**config.mk**
```make
export PLATFORM = sky130hd
export DESIGN_NAME = scoreboard_hazard_unit_flat
export DESIGN_NICKNAME = d
export VERILOG_FILES = /design/src/rtl/scoreboard_hazard_unit_if.sv /design/src/rtl/scoreboard_hazard_unit.sv /design/src/flat_wrapper.sv
export SDC_FILE = /design/constraint.sdc
export NUM_CORES = 1
export LEC_CHECK = 0
export ABC_AREA = 1
export BUFFER_PORTS_ARGS = -buffer_cell sky130_fd_sc_hd__buf_2
export CORE_UTILIZATION = 45
export CTS_CLUSTER_DIAMETER = 60
export DETAILED_ROUTE_END_ITERATION = 8
export GPL_ROUTABILITY_DRIVEN = 0
export HOLD_SLACK_MARGIN = 0.12
export PLACE_DENSITY = 0.73
export SLEW_MARGIN = 20
export SYNTH_ARGS = -nofsm -noshare
export SYNTH_HDL_FRONTEND = slang
export SYNTH_SLANG_ARGS = --single-unit
```
**constraint.sdc**
```tcl
create_clock -name clk -period 3.15 [get_ports clk]
set_input_delay 0.63 -clock clk [delete_from_list [all_inputs] [get_ports clk]]
set_output_delay 0.63 -clock clk [all_outputs]
set_load 0.005 [all_outputs]
```
**src/rtl/scoreboard_hazard_unit_if.sv**
```systemverilog
//------------------------------------------------------------------------------
// scoreboard_hazard_unit_if
// Issue/hazard bundle between the ID stage and the scoreboard hazard unit.
// Rev 1.0
//------------------------------------------------------------------------------
`default_nettype none

interface scoreboard_hazard_unit_if #(
    parameter int REG_ADDR_W = 5,
    parameter int NUM_SRC    = 2,
    parameter int LAT_W      = 3,
    parameter int WB_DEPTH   = 2,
    parameter int CNT_W      = 16
);
    localparam int TAP_W = $clog2(WB_DEPTH + 1);

    logic                          issue_valid;
    logic                          issue_reg_write;
    logic [REG_ADDR_W-1:0]         issue_rd;
    logic [LAT_W-1:0]              issue_lat;
    logic [NUM_SRC*REG_ADDR_W-1:0] id_rs;
    logic [NUM_SRC-1:0]            id_rs_used;
    logic                          flush;
    logic                          stall;
    logic                          stall_raw;
    logic                          stall_struct;
    logic [NUM_SRC*TAP_W-1:0]      fwd_sel;
    logic [CNT_W-1:0]              stall_cnt;

    modport master (
        output issue_valid, issue_reg_write, issue_rd, issue_lat,
        output id_rs, id_rs_used, flush,
        input  stall, stall_raw, stall_struct, fwd_sel, stall_cnt
    );

    modport slave (
        input  issue_valid, issue_reg_write, issue_rd, issue_lat,
        input  id_rs, id_rs_used, flush,
        output stall, stall_raw, stall_struct, fwd_sel, stall_cnt
    );
endinterface

`default_nettype wire

```
**src/rtl/scoreboard_hazard_unit.sv**
```systemverilog
//------------------------------------------------------------------------------
// scoreboard_hazard_unit
// Per-register result scoreboard: RAW/WAW/writeback-port stalls and bypass selects.
// Rev 1.0
//------------------------------------------------------------------------------
`default_nettype none

module scoreboard_hazard_unit #(
    parameter int REG_ADDR_W = 5,
    parameter int NUM_SRC    = 2,
    parameter int MAX_LAT    = 4,
    parameter int LAT_W      = 3,
    parameter int WB_DEPTH   = 2,
    parameter int CNT_W      = 16
) (
    input  wire logic                 clk,
    input  wire logic                 rst_n,
    scoreboard_hazard_unit_if.slave   sb
);
    localparam int NUM_REGS = 2 ** REG_ADDR_W;
    localparam int TAP_W    = $clog2(WB_DEPTH + 1);
    localparam int REM_W    = $clog2(MAX_LAT);

    logic                  r_busy [NUM_REGS];
    logic [REM_W-1:0]      r_rem  [NUM_REGS];
    logic [TAP_W-1:0]      r_tap  [NUM_REGS];
    // Bit j set: some in-flight result first reaches tap 1 in j+1 cycles.
    logic [MAX_LAT-1:0]    r_resv;
    logic [CNT_W-1:0]      r_stall_cnt;

    logic [LAT_W-1:0]          w_lat;
    logic [REM_W-1:0]          w_lat_m1;
    logic                      w_valid;
    logic                      w_rd_track;
    logic                      w_waw;
    logic                      w_port;
    logic                      w_raw_any;
    logic [REG_ADDR_W-1:0]     w_addr;
    logic [NUM_SRC*TAP_W-1:0]  w_fwd_sel;
    logic                      w_stall_raw;
    logic                      w_stall_struct;
    logic                      w_stall;
    logic                      w_write;
    logic [MAX_LAT-1:0]        w_resv_new;

    always_comb begin
        w_lat = sb.issue_lat;
        if (sb.issue_lat == '0) begin
            w_lat = LAT_W'(1);
        end else if (sb.issue_lat > LAT_W'(MAX_LAT)) begin
            w_lat = LAT_W'(MAX_LAT);
        end
    end

    assign w_lat_m1   = REM_W'(w_lat - LAT_W'(1));
    assign w_valid    = sb.issue_valid & ~sb.flush;
    // Writes to x0 are discarded, so they are neither tracked nor use the port.
    assign w_rd_track = sb.issue_reg_write & (sb.issue_rd != '0);
    assign w_waw      = w_rd_track & r_busy[sb.issue_rd] & (r_rem[sb.issue_rd] != '0);
    assign w_port     = w_rd_track & r_resv[w_lat_m1];

    always_comb begin
        w_raw_any = 1'b0;
        w_fwd_sel = '0;
        w_addr    = '0;
        for (int i = 0; i < NUM_SRC; i++) begin
            w_addr = sb.id_rs[i*REG_ADDR_W +: REG_ADDR_W];
            if ((w_addr != '0) && r_busy[w_addr]) begin
                if (r_rem[w_addr] != '0) begin
                    if (sb.id_rs_used[i]) begin
                        w_raw_any = 1'b1;
                    end
                end else begin
                    w_fwd_sel[i*TAP_W +: TAP_W] = r_tap[w_addr];
                end
            end
        end
    end

    assign w_stall_raw    = w_valid & w_raw_any;
    assign w_stall_struct = w_valid & (w_waw | w_port);
    assign w_stall        = w_stall_raw | w_stall_struct;
    assign w_write        = w_valid & ~w_stall & w_rd_track;

    // An ALU result lands on tap 1 straight away and never needs a reservation.
    assign w_resv_new = (w_write && (w_lat_m1 != '0))
                      ? (MAX_LAT'(1) << (w_lat_m1 - REM_W'(1)))
                      : '0;

    always_ff @(posedge clk or negedge rst_n) begin
        if (!rst_n) begin
            for (int r = 0; r < NUM_REGS; r++) begin
                r_busy[r] <= 1'b0;
                r_rem[r]  <= '0;
                r_tap[r]  <= '0;
            end
            r_resv <= '0;
        end else begin
            for (int r = 1; r < NUM_REGS; r++) begin
                if (w_write && (sb.issue_rd == REG_ADDR_W'(r))) begin
                    r_busy[r] <= 1'b1;
                    r_rem[r]  <= w_lat_m1;
                    r_tap[r]  <= TAP_W'(1);
                end else if (r_busy[r]) begin
                    if (r_rem[r] != '0) begin
                        r_rem[r] <= r_rem[r] - REM_W'(1);
                    end else if (r_tap[r] < TAP_W'(WB_DEPTH)) begin
                        r_tap[r] <= r_tap[r] + TAP_W'(1);
                    end else begin
                        r_busy[r] <= 1'b0;
                    end
                end
            end
            r_resv <= (r_resv >> 1) | w_resv_new;
        end
    end

    always_ff @(posedge clk or negedge rst_n) begin
        if (!rst_n) begin
            r_stall_cnt <= '0;
        end else if (w_stall && (r_stall_cnt != '1)) begin
            r_stall_cnt <= r_stall_cnt + CNT_W'(1);
        end
    end

    assign sb.stall        = w_stall;
    assign sb.stall_raw    = w_stall_raw;
    assign sb.stall_struct = w_stall_struct;
    assign sb.fwd_sel      = w_fwd_sel;
    assign sb.stall_cnt    = r_stall_cnt;

endmodule

`default_nettype wire

```
**src/flat_wrapper.sv**
```systemverilog
// flat-port wrapper written by rule: the top's interface ports become plain ports
module scoreboard_hazard_unit_flat 
#(
    parameter int REG_ADDR_W = 5,
    parameter int NUM_SRC    = 2,
    parameter int MAX_LAT    = 4,
    parameter int LAT_W      = 3,
    parameter int WB_DEPTH   = 2,
    parameter int CNT_W      = 16
)
  (clk, rst_n, sb_issue_valid, sb_issue_reg_write, sb_issue_rd, sb_issue_lat, sb_id_rs, sb_id_rs_used, sb_flush, sb_stall, sb_stall_raw, sb_stall_struct, sb_fwd_sel, sb_stall_cnt);
  scoreboard_hazard_unit_if #(.REG_ADDR_W(REG_ADDR_W), .NUM_SRC(NUM_SRC), .LAT_W(LAT_W), .WB_DEPTH(WB_DEPTH), .CNT_W(CNT_W)) sb_i ();
  input  wire logic clk;
  input  wire logic rst_n;
  input wire logic [$bits(sb_i.issue_valid)-1:0] sb_issue_valid;
  input wire logic [$bits(sb_i.issue_reg_write)-1:0] sb_issue_reg_write;
  input wire logic [$bits(sb_i.issue_rd)-1:0] sb_issue_rd;
  input wire logic [$bits(sb_i.issue_lat)-1:0] sb_issue_lat;
  input wire logic [$bits(sb_i.id_rs)-1:0] sb_id_rs;
  input wire logic [$bits(sb_i.id_rs_used)-1:0] sb_id_rs_used;
  input wire logic [$bits(sb_i.flush)-1:0] sb_flush;
  output wire logic [$bits(sb_i.stall)-1:0] sb_stall;
  output wire logic [$bits(sb_i.stall_raw)-1:0] sb_stall_raw;
  output wire logic [$bits(sb_i.stall_struct)-1:0] sb_stall_struct;
  output wire logic [$bits(sb_i.fwd_sel)-1:0] sb_fwd_sel;
  output wire logic [$bits(sb_i.stall_cnt)-1:0] sb_stall_cnt;
  assign sb_i.issue_valid = sb_issue_valid;
  assign sb_i.issue_reg_write = sb_issue_reg_write;
  assign sb_i.issue_rd = sb_issue_rd;
  assign sb_i.issue_lat = sb_issue_lat;
  assign sb_i.id_rs = sb_id_rs;
  assign sb_i.id_rs_used = sb_id_rs_used;
  assign sb_i.flush = sb_flush;
  assign sb_stall = sb_i.stall;
  assign sb_stall_raw = sb_i.stall_raw;
  assign sb_stall_struct = sb_i.stall_struct;
  assign sb_fwd_sel = sb_i.fwd_sel;
  assign sb_stall_cnt = sb_i.stall_cnt;
  scoreboard_hazard_unit #(.REG_ADDR_W(REG_ADDR_W), .NUM_SRC(NUM_SRC), .MAX_LAT(MAX_LAT), .LAT_W(LAT_W), .WB_DEPTH(WB_DEPTH), .CNT_W(CNT_W)) u_core (.clk(clk), .rst_n(rst_n), .sb(sb_i));
endmodule
```
==> results.md <==
* Post-Syn Area at 12100 um^2
* Detailed placement HPWL at 32000 um
* Arr. time, crit path at 2540 ps
* Die Y at 166 um
* Final core utilization at 54.1%
* Vias in the first global route at 12300
* Initial antenna violation count at 2
* Register area share after synthesis at 36.1%
* Clk_lat worst skew at 460 ps
* Final WS setup at -21.0 ps
* Max VDD drop at 0.334 mV
* Async S/R FF share, synth at 100%
* CP startpoint kind: input pin
* Finished Layout Cells at 2202
* Area grow syn2layout at 16.9%
* RSZ-0062 raised after global routing: true
* Initial Util at 46.2%
* Reg clk slew, reported paths at 80 ps
* GRT Total Usage at 31.1%
* Mapped Cells at 1722
* Maxcap violations at 0
* Syn_area_per_cell at 7.04 um^2
* Number of buffers created by CTS at 17
* Reg2Reg Setup Slack at 400 ps
* Largest net degree at the start of global routing at 76
* Routed via count at 13100
* First DRT Iteration DRCs at 2148
* Post-synth top area share at 36.1%
* Slew headroom at 49.1%
* I/O pins at 48
* Worst hold slack at 216 ps
* Post-Place Cells at 2161
* Vias/cell at 5.95
* Net total in the final layout at 1914
* Final setup viols at 2
* Port Buffers at 47
* CTS tree: built
* Syn Nets at 1784
* Top-count cell post-synth: nand2_1
* Hold crit path type: input pin to async pin
* Worst Skew at 10.2 ps
* Kind of critical path: input pin to output pin
* Fin crit period at 3170 ps
* # DRC at 3
* DIE WIDTH at 166 um
* Die Area at 27600 um^2
* First-pass GRT wire length at 66300 um
* Post-synth top area cell: dfrtp_1
* CP Max Fanout at 6
* Pwr Density at 526 nW/um^2
* Ys Warns at 5
* DRT Pass-1 Iters at 9
* Htree depth at 4
* Final worst path period share at 101%
* Maximum clock insertion buffer count at 2
* Clk root buf: clkbuf_16
* Leading post-synthesis cells by cell area: dfrtp_1 (36%), nand2_1 (12%), inv_1 (7.5%)
* GRT Residual Overflow at 0
* Share of layout cells above drive strength 1 at 15.1%
* Post-route cell area at 14200 um^2
* Clock Sink Count at 175
* Slew @ Worst Pin at 764 ps
* Slew Limit Fails at 0
* Violated checks: design-rule violations, negative setup slack
* Routed len/inst at 19.4 um
* P_leak at 0.00660 uW
* Critical path required time at 2520 ps
* Worst setup EP type: output pin
* Site Rows at 59
* Hold Vio Cnt, Final at 0
* F_max at 315 MHz
* Pre-CTS setup slack at -173 ps
* Post-synthesis cell type count at 43
* Status: complete, but fails checks
* Top FF cell, synth: dfrtp_1
* Core area at 26200 um^2
* Commonest cells in the netlist: nand2_1 (379), inv_1 (241), nor2_1 (193)
* Post-synth EDFFs at 0
* Antenna-violating nets left at 0
* Placed cell areas at 13400 um^2
* Register bit total from synthesis at 175
* Post-Route WL at 42800 um
[worst max-delay path: stages]
cell	delay, ps
buf_2	130
buf_4	160
nand2_2	130
buf_12	130
o22ai_1	90
a21oi_1	140
o211ai_1	110
o311ai_1	90
buf_4	170
o2111ai_2	120
a211oi_2	370
buf_4	160
buf_2	100
[cell usage in the layout, fill, tap and decap left out, types with 7 or more instances in the layout]
cell	instances
a21oi_1	68
a31oi_1	17
buf_12	7
buf_2	46
buf_4	106
clkbuf_16	17
dfrtp_1	175
ha_1	37
inv_1	238
inv_2	10
mux2_2	9
nand2_1	372
nand2_2	10
nand3_1	130
nand4_1	27
nor2_1	188
nor2_2	20
nor3_1	13
o211ai_1	48
o21ai_0	119
o21ai_1	24
o21bai_1	12
o221ai_1	7
o22ai_1	30
or2_2	12
xor2_1	51
[report_power, final]
group | total, uW | switching, uW | internal (uW)
Clock | 2120 | 1070 | 1050
Combinational | 2340 | 1500 | 842
Sequential | 2990 | 372 | 2620
Total | 7460 | 2940 | 4520
[routing by layer]
metal	up-vias	GRT usage (%)	wire (um)
met5	-	0	0
met4	0	19.1	3100
met3	296	8.84	5200
met2	883	47.5	18300
met1	5989	38.8	16200
li1	5925	-	-
[flip-flops by register name (all words and copies together), names as in the netlist]
| signal | cells |
|---|---|
| u_core.sb.stall_cnt | 16 |
| u_core.r_rem | 62 |
| u_core.r_busy | 31 |
| u_core.r_tap | 62 |
| u_core.r_resv | 4 |
[path summary, 6_finish.rpt]
path	start	end	cells after the start
setup / recovery	sb_id_rs[0]	sb_fwd_sel[1]	13
hold / removal	rst_n	u_core.r_rem[49]$_DFFE_PN0P_	1
setup reg to reg	u_core.r_rem[9]$_DFFE_PN0P_	u_core.r_rem[19]$_DFFE_PN0P_	18
hold reg to reg	u_core.r_resv[2]$_DFF_PN0_	u_core.r_resv[1]$_DFF_PN0_	2
max in group asynchronous	rst_n	u_core.r_tap[61]$_DFFE_PN0P_	2
min in group clk	u_core.r_resv[2]$_DFF_PN0_	u_core.r_resv[1]$_DFF_PN0_	2
[kinds of logic (layout without fill, tap and decap cells)]
kind of cell               after synthesis  after routing  synth area share, %
and+or+nand+nor                        795            795                 28.4
DFF                                    175            175                 36.1
adders and majority gates               37             37                 3.82
AOI/OAI and AO/OA                      343            343                 16.6
other                                    0              2                    0
buffers and inverters                  306            449                 10.1
xor gates and xnor gates                57             57                 4.12
muxes                                    9              9                0.836
[per-stage QoR]
step	power, uW	setup TNS, ps
4_1_cts	7360	0
3_3_place_gp	5160	-1420
6_report	7460	-37.5
3_5_place_dp	5240	-2020
5_1_grt	7840	-112
2_1_floorplan	4380	0
[layout make-up]
cell class / instances / area [um^2]
Tap cell: 335 / 419
Clock buffer: 17 / 425
Inverter: 254 / 961
Fill cell: 2451 / 12000
Antenna cell: 2 / 5.00
Multi-Input combinational cell: 1241 / 6620
Sequential cell: 175 / 4380
Timing Repair Buffer: 163 / 1210
Clock inverter: 15 / 145
[repair_timing]
action | in CTS | in global routing
hold buffers | 0 | 0
gates cloned | 0 | 0
endpoints found under the setup margin | 4 | 7
pin swaps | 1 | 4
setup buffers | 0 | 7
gates resized for setup | 12 | 26
(Power assumes the default switching activity.)
